**config.mk**
```make
export PLATFORM = sky130hd
export DESIGN_NAME = brnch_cmt_ctrl
export DESIGN_NICKNAME = d
export VERILOG_FILES = /design/src/rtl/brnch_cmt_ctrl.sv
export SDC_FILE = /design/constraint.sdc
export NUM_CORES = 1
export LEC_CHECK = 0
export ABC_AREA = 1
export BUFFER_PORTS_ARGS = -buffer_cell sky130_fd_sc_hd__buf_2
export CAP_MARGIN = 20
export CORE_ASPECT_RATIO = 0.8
export CORE_MARGIN = 3
export CORE_UTILIZATION = 58
export CTS_BUF_LIST = sky130_fd_sc_hd__clkbuf_2 sky130_fd_sc_hd__clkbuf_4 sky130_fd_sc_hd__clkbuf_8
export DETAILED_ROUTE_END_ITERATION = 7
export HOLD_SLACK_MARGIN = 0.08
export PLACE_DENSITY = 0.83
export SLEW_MARGIN = 5
export SYNTH_ARGS = -nofsm -noshare
export SYNTH_HDL_FRONTEND = slang
export SYNTH_SLANG_ARGS = --single-unit
```
**constraint.sdc**
```tcl
create_clock -name clk -period 2.4 [get_ports clk]
set_input_delay 0.24 -clock clk [delete_from_list [all_inputs] [get_ports clk]]
set_output_delay 0.24 -clock clk [all_outputs]
set_load 0.01 [all_outputs]
```
**src/rtl/brnch_cmt_ctrl.sv**
```systemverilog
// Back-end branch tracker: a 2-entry in-order queue of dispatched conditional
// branches. It records resolutions and, at ROB commit, produces the fetch-side
// count release and the mispredict redirect.

// Per-entry resolution match. One instance per queue entry.
module brnch_cmt_res #(
  parameter int TAG_W = 6
) (
  input  logic             vld,
  input  logic [TAG_W-1:0] tag,
  input  logic             resolved,
  input  logic             actual,
  input  logic             res_vld,
  input  logic [TAG_W-1:0] res_tag,
  input  logic             res_taken,
  output logic             resolved_nxt,
  output logic             actual_nxt
);
  logic hit;
  assign hit          = vld && res_vld && (res_tag == tag);
  assign resolved_nxt = hit ? 1'b1 : resolved;
  assign actual_nxt   = hit ? res_taken : actual;
endmodule

module brnch_cmt_ctrl #(
  parameter int PC_W  = 16,
  parameter int TAG_W = 6
) (
  input  logic             clk,
  input  logic             rst,
  input  logic [1:0]       alloc_vld,
  input  logic [TAG_W-1:0] alloc_tag0,
  input  logic [TAG_W-1:0] alloc_tag1,
  input  logic             alloc_pred0,
  input  logic             alloc_pred1,
  input  logic [PC_W-1:0]  alloc_tgt0,
  input  logic [PC_W-1:0]  alloc_tgt1,
  input  logic [PC_W-1:0]  alloc_fall0,
  input  logic [PC_W-1:0]  alloc_fall1,
  input  logic             res_vld,
  input  logic [TAG_W-1:0] res_tag,
  input  logic             res_taken,
  input  logic             cmt_vld,
  input  logic [TAG_W-1:0] cmt_tag,
  output logic             decr_count_from_rob,
  output logic             mispred_num,
  output logic             has_mispredict,
  output logic [PC_W-1:0]  redirect_pc,
  output logic [1:0]       brq_cnt,
  output logic             brq_full,
  output logic             err_proto
);
  localparam int NUM_ENT = 2;

  typedef struct packed {
    logic             vld;
    logic [TAG_W-1:0] tag;
    logic             pred;
    logic             resolved;
    logic             actual;
    logic [PC_W-1:0]  tgt;
    logic [PC_W-1:0]  fall;
  } ent_t;

  // Entry 0 is always the head; the queue is kept compacted toward entry 0.
  ent_t [NUM_ENT-1:0] ent_q, ent_pop, ent_res, ent_d, in_ent;
  logic [NUM_ENT-1:0] in_vld, res_resolved, res_actual;

  logic            decr_q, mnum_q, hmis_q, err_q;
  logic [PC_W-1:0] rpc_q;

  logic cmt_ok, cmt_bad, cmt_byp, cmt_unres, cmt_mis, outcome;
  logic flush, alloc_bad, drop;

  // Commit decision, taken on the pre-update queue.
  always_comb begin
    cmt_ok    = cmt_vld && ent_q[0].vld && (cmt_tag == ent_q[0].tag);
    cmt_bad   = cmt_vld && !cmt_ok;
    cmt_byp   = res_vld && (res_tag == ent_q[0].tag);
    cmt_unres = cmt_ok && !cmt_byp && !ent_q[0].resolved;
    // An unresolved head commits as correctly predicted.
    outcome   = cmt_byp ? res_taken :
                (ent_q[0].resolved ? ent_q[0].actual : ent_q[0].pred);
    cmt_mis   = cmt_ok && (outcome != ent_q[0].pred);
  end

  // Pop the head on a good commit; a mispredict also squashes the younger entry.
  always_comb begin
    ent_pop = ent_q;
    if (cmt_mis) begin
      ent_pop = '0;
    end else if (cmt_ok) begin
      ent_pop[0] = ent_q[1];
      ent_pop[1] = '0;
    end
  end

  for (genvar i = 0; i < NUM_ENT; i++) begin : g_res
    brnch_cmt_res #(.TAG_W(TAG_W)) u_res (
      .vld          (ent_pop[i].vld),
      .tag          (ent_pop[i].tag),
      .resolved     (ent_pop[i].resolved),
      .actual       (ent_pop[i].actual),
      .res_vld      (res_vld),
      .res_tag      (res_tag),
      .res_taken    (res_taken),
      .resolved_nxt (res_resolved[i]),
      .actual_nxt   (res_actual[i])
    );
  end

  // Resolution applies only to entries that survive this cycle's commit.
  always_comb begin
    ent_res = ent_pop;
    for (int i = 0; i < NUM_ENT; i++) begin
      ent_res[i].resolved = res_resolved[i];
      ent_res[i].actual   = res_actual[i];
    end
  end

  // Allocation: slots in order into the first free entries of the post-pop queue.
  always_comb begin
    in_ent[0] = '{vld: 1'b1, tag: alloc_tag0, pred: alloc_pred0, resolved: 1'b0,
                  actual: 1'b0, tgt: alloc_tgt0, fall: alloc_fall0};
    in_ent[1] = '{vld: 1'b1, tag: alloc_tag1, pred: alloc_pred1, resolved: 1'b0,
                  actual: 1'b0, tgt: alloc_tgt1, fall: alloc_fall1};
    in_vld    = alloc_vld;
    alloc_bad = 1'b0;
    // Slot1 without slot0 is flagged, then handled as the older slot.
    if (alloc_vld == 2'b10) begin
      in_ent[0] = in_ent[1];
      in_vld    = 2'b01;
      alloc_bad = 1'b1;
    end
    // Wrong-path branches during a redirect are silently discarded.
    flush = cmt_mis || hmis_q;
    if (flush) begin
      in_vld    = '0;
      alloc_bad = 1'b0;
    end
    ent_d = ent_res;
    drop  = 1'b0;
    for (int k = 0; k < NUM_ENT; k++) begin
      if (in_vld[k]) begin
        if (!ent_d[0].vld)      ent_d[0] = in_ent[k];
        else if (!ent_d[1].vld) ent_d[1] = in_ent[k];
        else                    drop     = 1'b1;
      end
    end
  end

  // Queue state and registered commit outputs.
  always_ff @(posedge clk) begin
    if (rst) begin
      ent_q  <= '0;
      decr_q <= 1'b0;
      mnum_q <= 1'b0;
      hmis_q <= 1'b0;
      rpc_q  <= '0;
      err_q  <= 1'b0;
    end else begin
      ent_q  <= ent_d;
      decr_q <= cmt_ok;
      mnum_q <= cmt_mis && ent_q[1].vld;
      hmis_q <= cmt_mis;
      if (cmt_mis) rpc_q <= outcome ? ent_q[0].tgt : ent_q[0].fall;
      err_q  <= err_q | cmt_bad | cmt_unres | drop | alloc_bad;
    end
  end

  assign decr_count_from_rob = decr_q;
  assign mispred_num         = mnum_q;
  assign has_mispredict      = hmis_q;
  assign redirect_pc         = rpc_q;
  assign brq_cnt             = {1'b0, ent_q[0].vld} + {1'b0, ent_q[1].vld};
  assign brq_full            = (brq_cnt == 2'd2);
  assign err_proto           = err_q;
endmodule

```
==> metrics.txt <==
outcome finished with violations; failing checks design-rule violations, negative setup slack; Core Rows 33; port bufs 119; Internal 2.974 mW; Final Util 77.12%; clock share of power 29.2%; vias in the first global route 5872; setup ws final -150.9 ps; Net Sw Frac 31.72%; final hold violations 0; FFs w/ async S/R, synth 0%; Setup violations, final 44; drt pass-1 iters 8; largest net degree at the start of global routing 48; Inserted Diodes 0; Synth Cell Area 6225 um^2; DR iter-0 viols 830; die area 12020 um^2; worst rel slew slack 65.51%; Final Non-Filler Cells 1257; global-route wire length before repair 28590 um; Post-DP HPWL 12610 um; most common flop cell mapped by yosys dfxtp_1; Skew-Pair Late Insertion Delay 380 ps; syn_nets 1080; power per cell area 544.9 nW/um^2; distinct cell type count after synthesis 31; DP Cell Count 1224; die height 98.66 um; Startpoint Class flip-flop; routed vias 7076; H-tree levels 3; max-cap violations 0; Sink Count 104; share of post-route cells with drive strength above 1 27.84%; crit-path max FO 8; area fraction of the dominant cell type after synthesis 33.45%; num ports 120; total core area 10360 um^2; grt total ovfl 0; register area share after synthesis 33.45%; post-route clock period utilization 106.3%; # DRC 3; pre-CTS WS 84.96 ps; Syn Area/Cell 6.339 um^2; Root Driver clkbuf_8; critical path data required time 2700 ps; Hold Crit Class in -> reg; Final Skew 5.965 ps; Slew @ Worst Pin 517.3 ps; fin crit period 2551 ps; critical path type reg -> reg; register share of total power 44.1%; most area-hungry cell type in the Yosys netlist dfxtp_1; synth warn 0; Logic pwr share 26.7%; gr usage total 29.54%; CTS tree yes; P&R area growth vs syn 28.40%; Max clock buf depth 2; Peak Freq 0.3920 GHz; CTS clock-pin slew for the worst setup and hold paths 100 ps; initial core utilization 60.06%; Switching Power 1.382 mW; WP data arrival 2850 ps; Die X 121.8 um; routed len/inst 16.46 um; Routed WL 20690 um; EDFF count, synth 0; cts bufs inserted 9; list of most frequent post-synthesis cells nand2_1, nor2_1, dfxtp_1, o21ai_0, inv_1; gpl congestion 0.8894; crit end category flip-flop; post-route ant nets 0; Synth area leaders dfxtp_1, nand2_1, mux2_2; routed vias/inst 5.629; Syn Inst Count 982; Final nets 1210; flip-flop and latch count after synthesis 104; RSZ-0062 raised after global routing yes; top-count cell post-synth nand2_1; Leak 3.825 nW; initial antenna violation count 0; Post-CTS Hold Buffers 0; Fin Setup TNS -1268 ps; total design power 4.355 mW; Pins Over Slew Limit 0; VDD IR max 0.0003883 V
==> routing by layer <==
metal	up-vias	track usage [%]	part of all wire (%)
li1	3387	-	-
met1	3106	43.55	41
met2	521	44.61	43
met3	62	6.713	13
met4	0	5.685	2.7
met5	-	0	0
==> state kept, by name, indices dropped and copies added, names as in the netlist <==
| signal | flops |
|---|---|
| has_mispredict | 1 |
| decr_count_from_rob | 1 |
| redirect_pc | 16 |
| mispred_num | 1 |
| err_proto | 1 |
| ent_q | 84 |
==> worst max-delay path: stages (launching register included) <==
cell	delay (ps)
dfxtp_1	390
inv_1	70
nand2_1	50
nand2_1	50
nor2_1	110
nand2_1	110
o21bai_1	230
nand3_1	180
nand3_4	160
nand2_4	90
a21oi_4	160
buf_4	180
nand2_8	100
inv_8	110
buf_4	170
nand2_1	90
a21oi_1	210
==> power groups by stage <==
stage | combinational (mW) | sequential, mW | clock [mW]
floorplan | 0.635 | 1.92 | 0
global placement | 0.939 | 1.94 | 0
detailed placement | 0.951 | 1.95 | 0
CTS | 0.962 | 1.91 | 1.27
global route | 1.27 | 1.93 | 1.33
finish | 1.16 | 1.92 | 1.27
==> cells by family after synthesis <==
family | Yosys count | share of synthesized area, %
simple gates | 495 | 31.74
fa+ha+maj | 1 | 0.2010
flops | 104 | 33.45
compound gates | 173 | 14.43
xor+xnor | 2 | 0.2815
mux | 55 | 9.829
buf+inv | 152 | 10.07
==> what timing repair did <==
action,CTS,global route
resized for setup,0,91
setup endpoints to repair,0,83
endpoints found under the hold margin,0,0
buffers inserted,0,8
==> layout by cell type (no fill, tap or decap), types with 3 or more instances in the layout <==
cell / n
buf_12: 14
nor2_4: 3
nand2_2: 21
dfxtp_1: 99
nor2_2: 8
dfxtp_2: 3
mux2_2: 49
buf_4: 31
buf_2: 119
inv_1: 84
nand2_4: 8
a211oi_1: 5
buf_6: 4
clkbuf_8: 10
nand3_1: 46
a21oi_1: 55
o21ai_1: 6
nor2_1: 136
clkbuf_16: 8
o21ai_0: 96
nand4_1: 5
mux2i_1: 6
nand2_1: 259
inv_2: 7
nor3_1: 3
buf_8: 3
==> stage by stage <==
step	hold WS, ps	area (um^2)
5_1_grt	128.7	7993
2_1_floorplan	374.9	6225
6_report	120.8	7993
3_3_place_gp	434.8	7188
3_5_place_dp	437.8	7188
4_1_cts	119.9	7417
==> layout make-up <==
type | count | area [um^2]
inverters | 92 | 352.8
flip-flops and latches | 104 | 2093
multi-input cells | 726 | 3744
clock buffers | 10 | 137.6
repair buffers | 179 | 1399
fillers | 757 | 2371
well taps | 140 | 175.2
clock inverters | 6 | 91.34
==> path summary, 6_finish.rpt <==
check / startpoint / end / slack, ps / cells after the start
min reg2reg: redirect_pc[15] / redirect_pc[15] / 450 / 2
max reg2reg: ent_q[39] / ent_q[10] / -150 / 16
min: alloc_fall1[12] / ent_q[54] / 120 / 3
max: ent_q[39] / ent_q[10] / -150 / 16
Note: power is estimated with default switching activity, not from simulation.
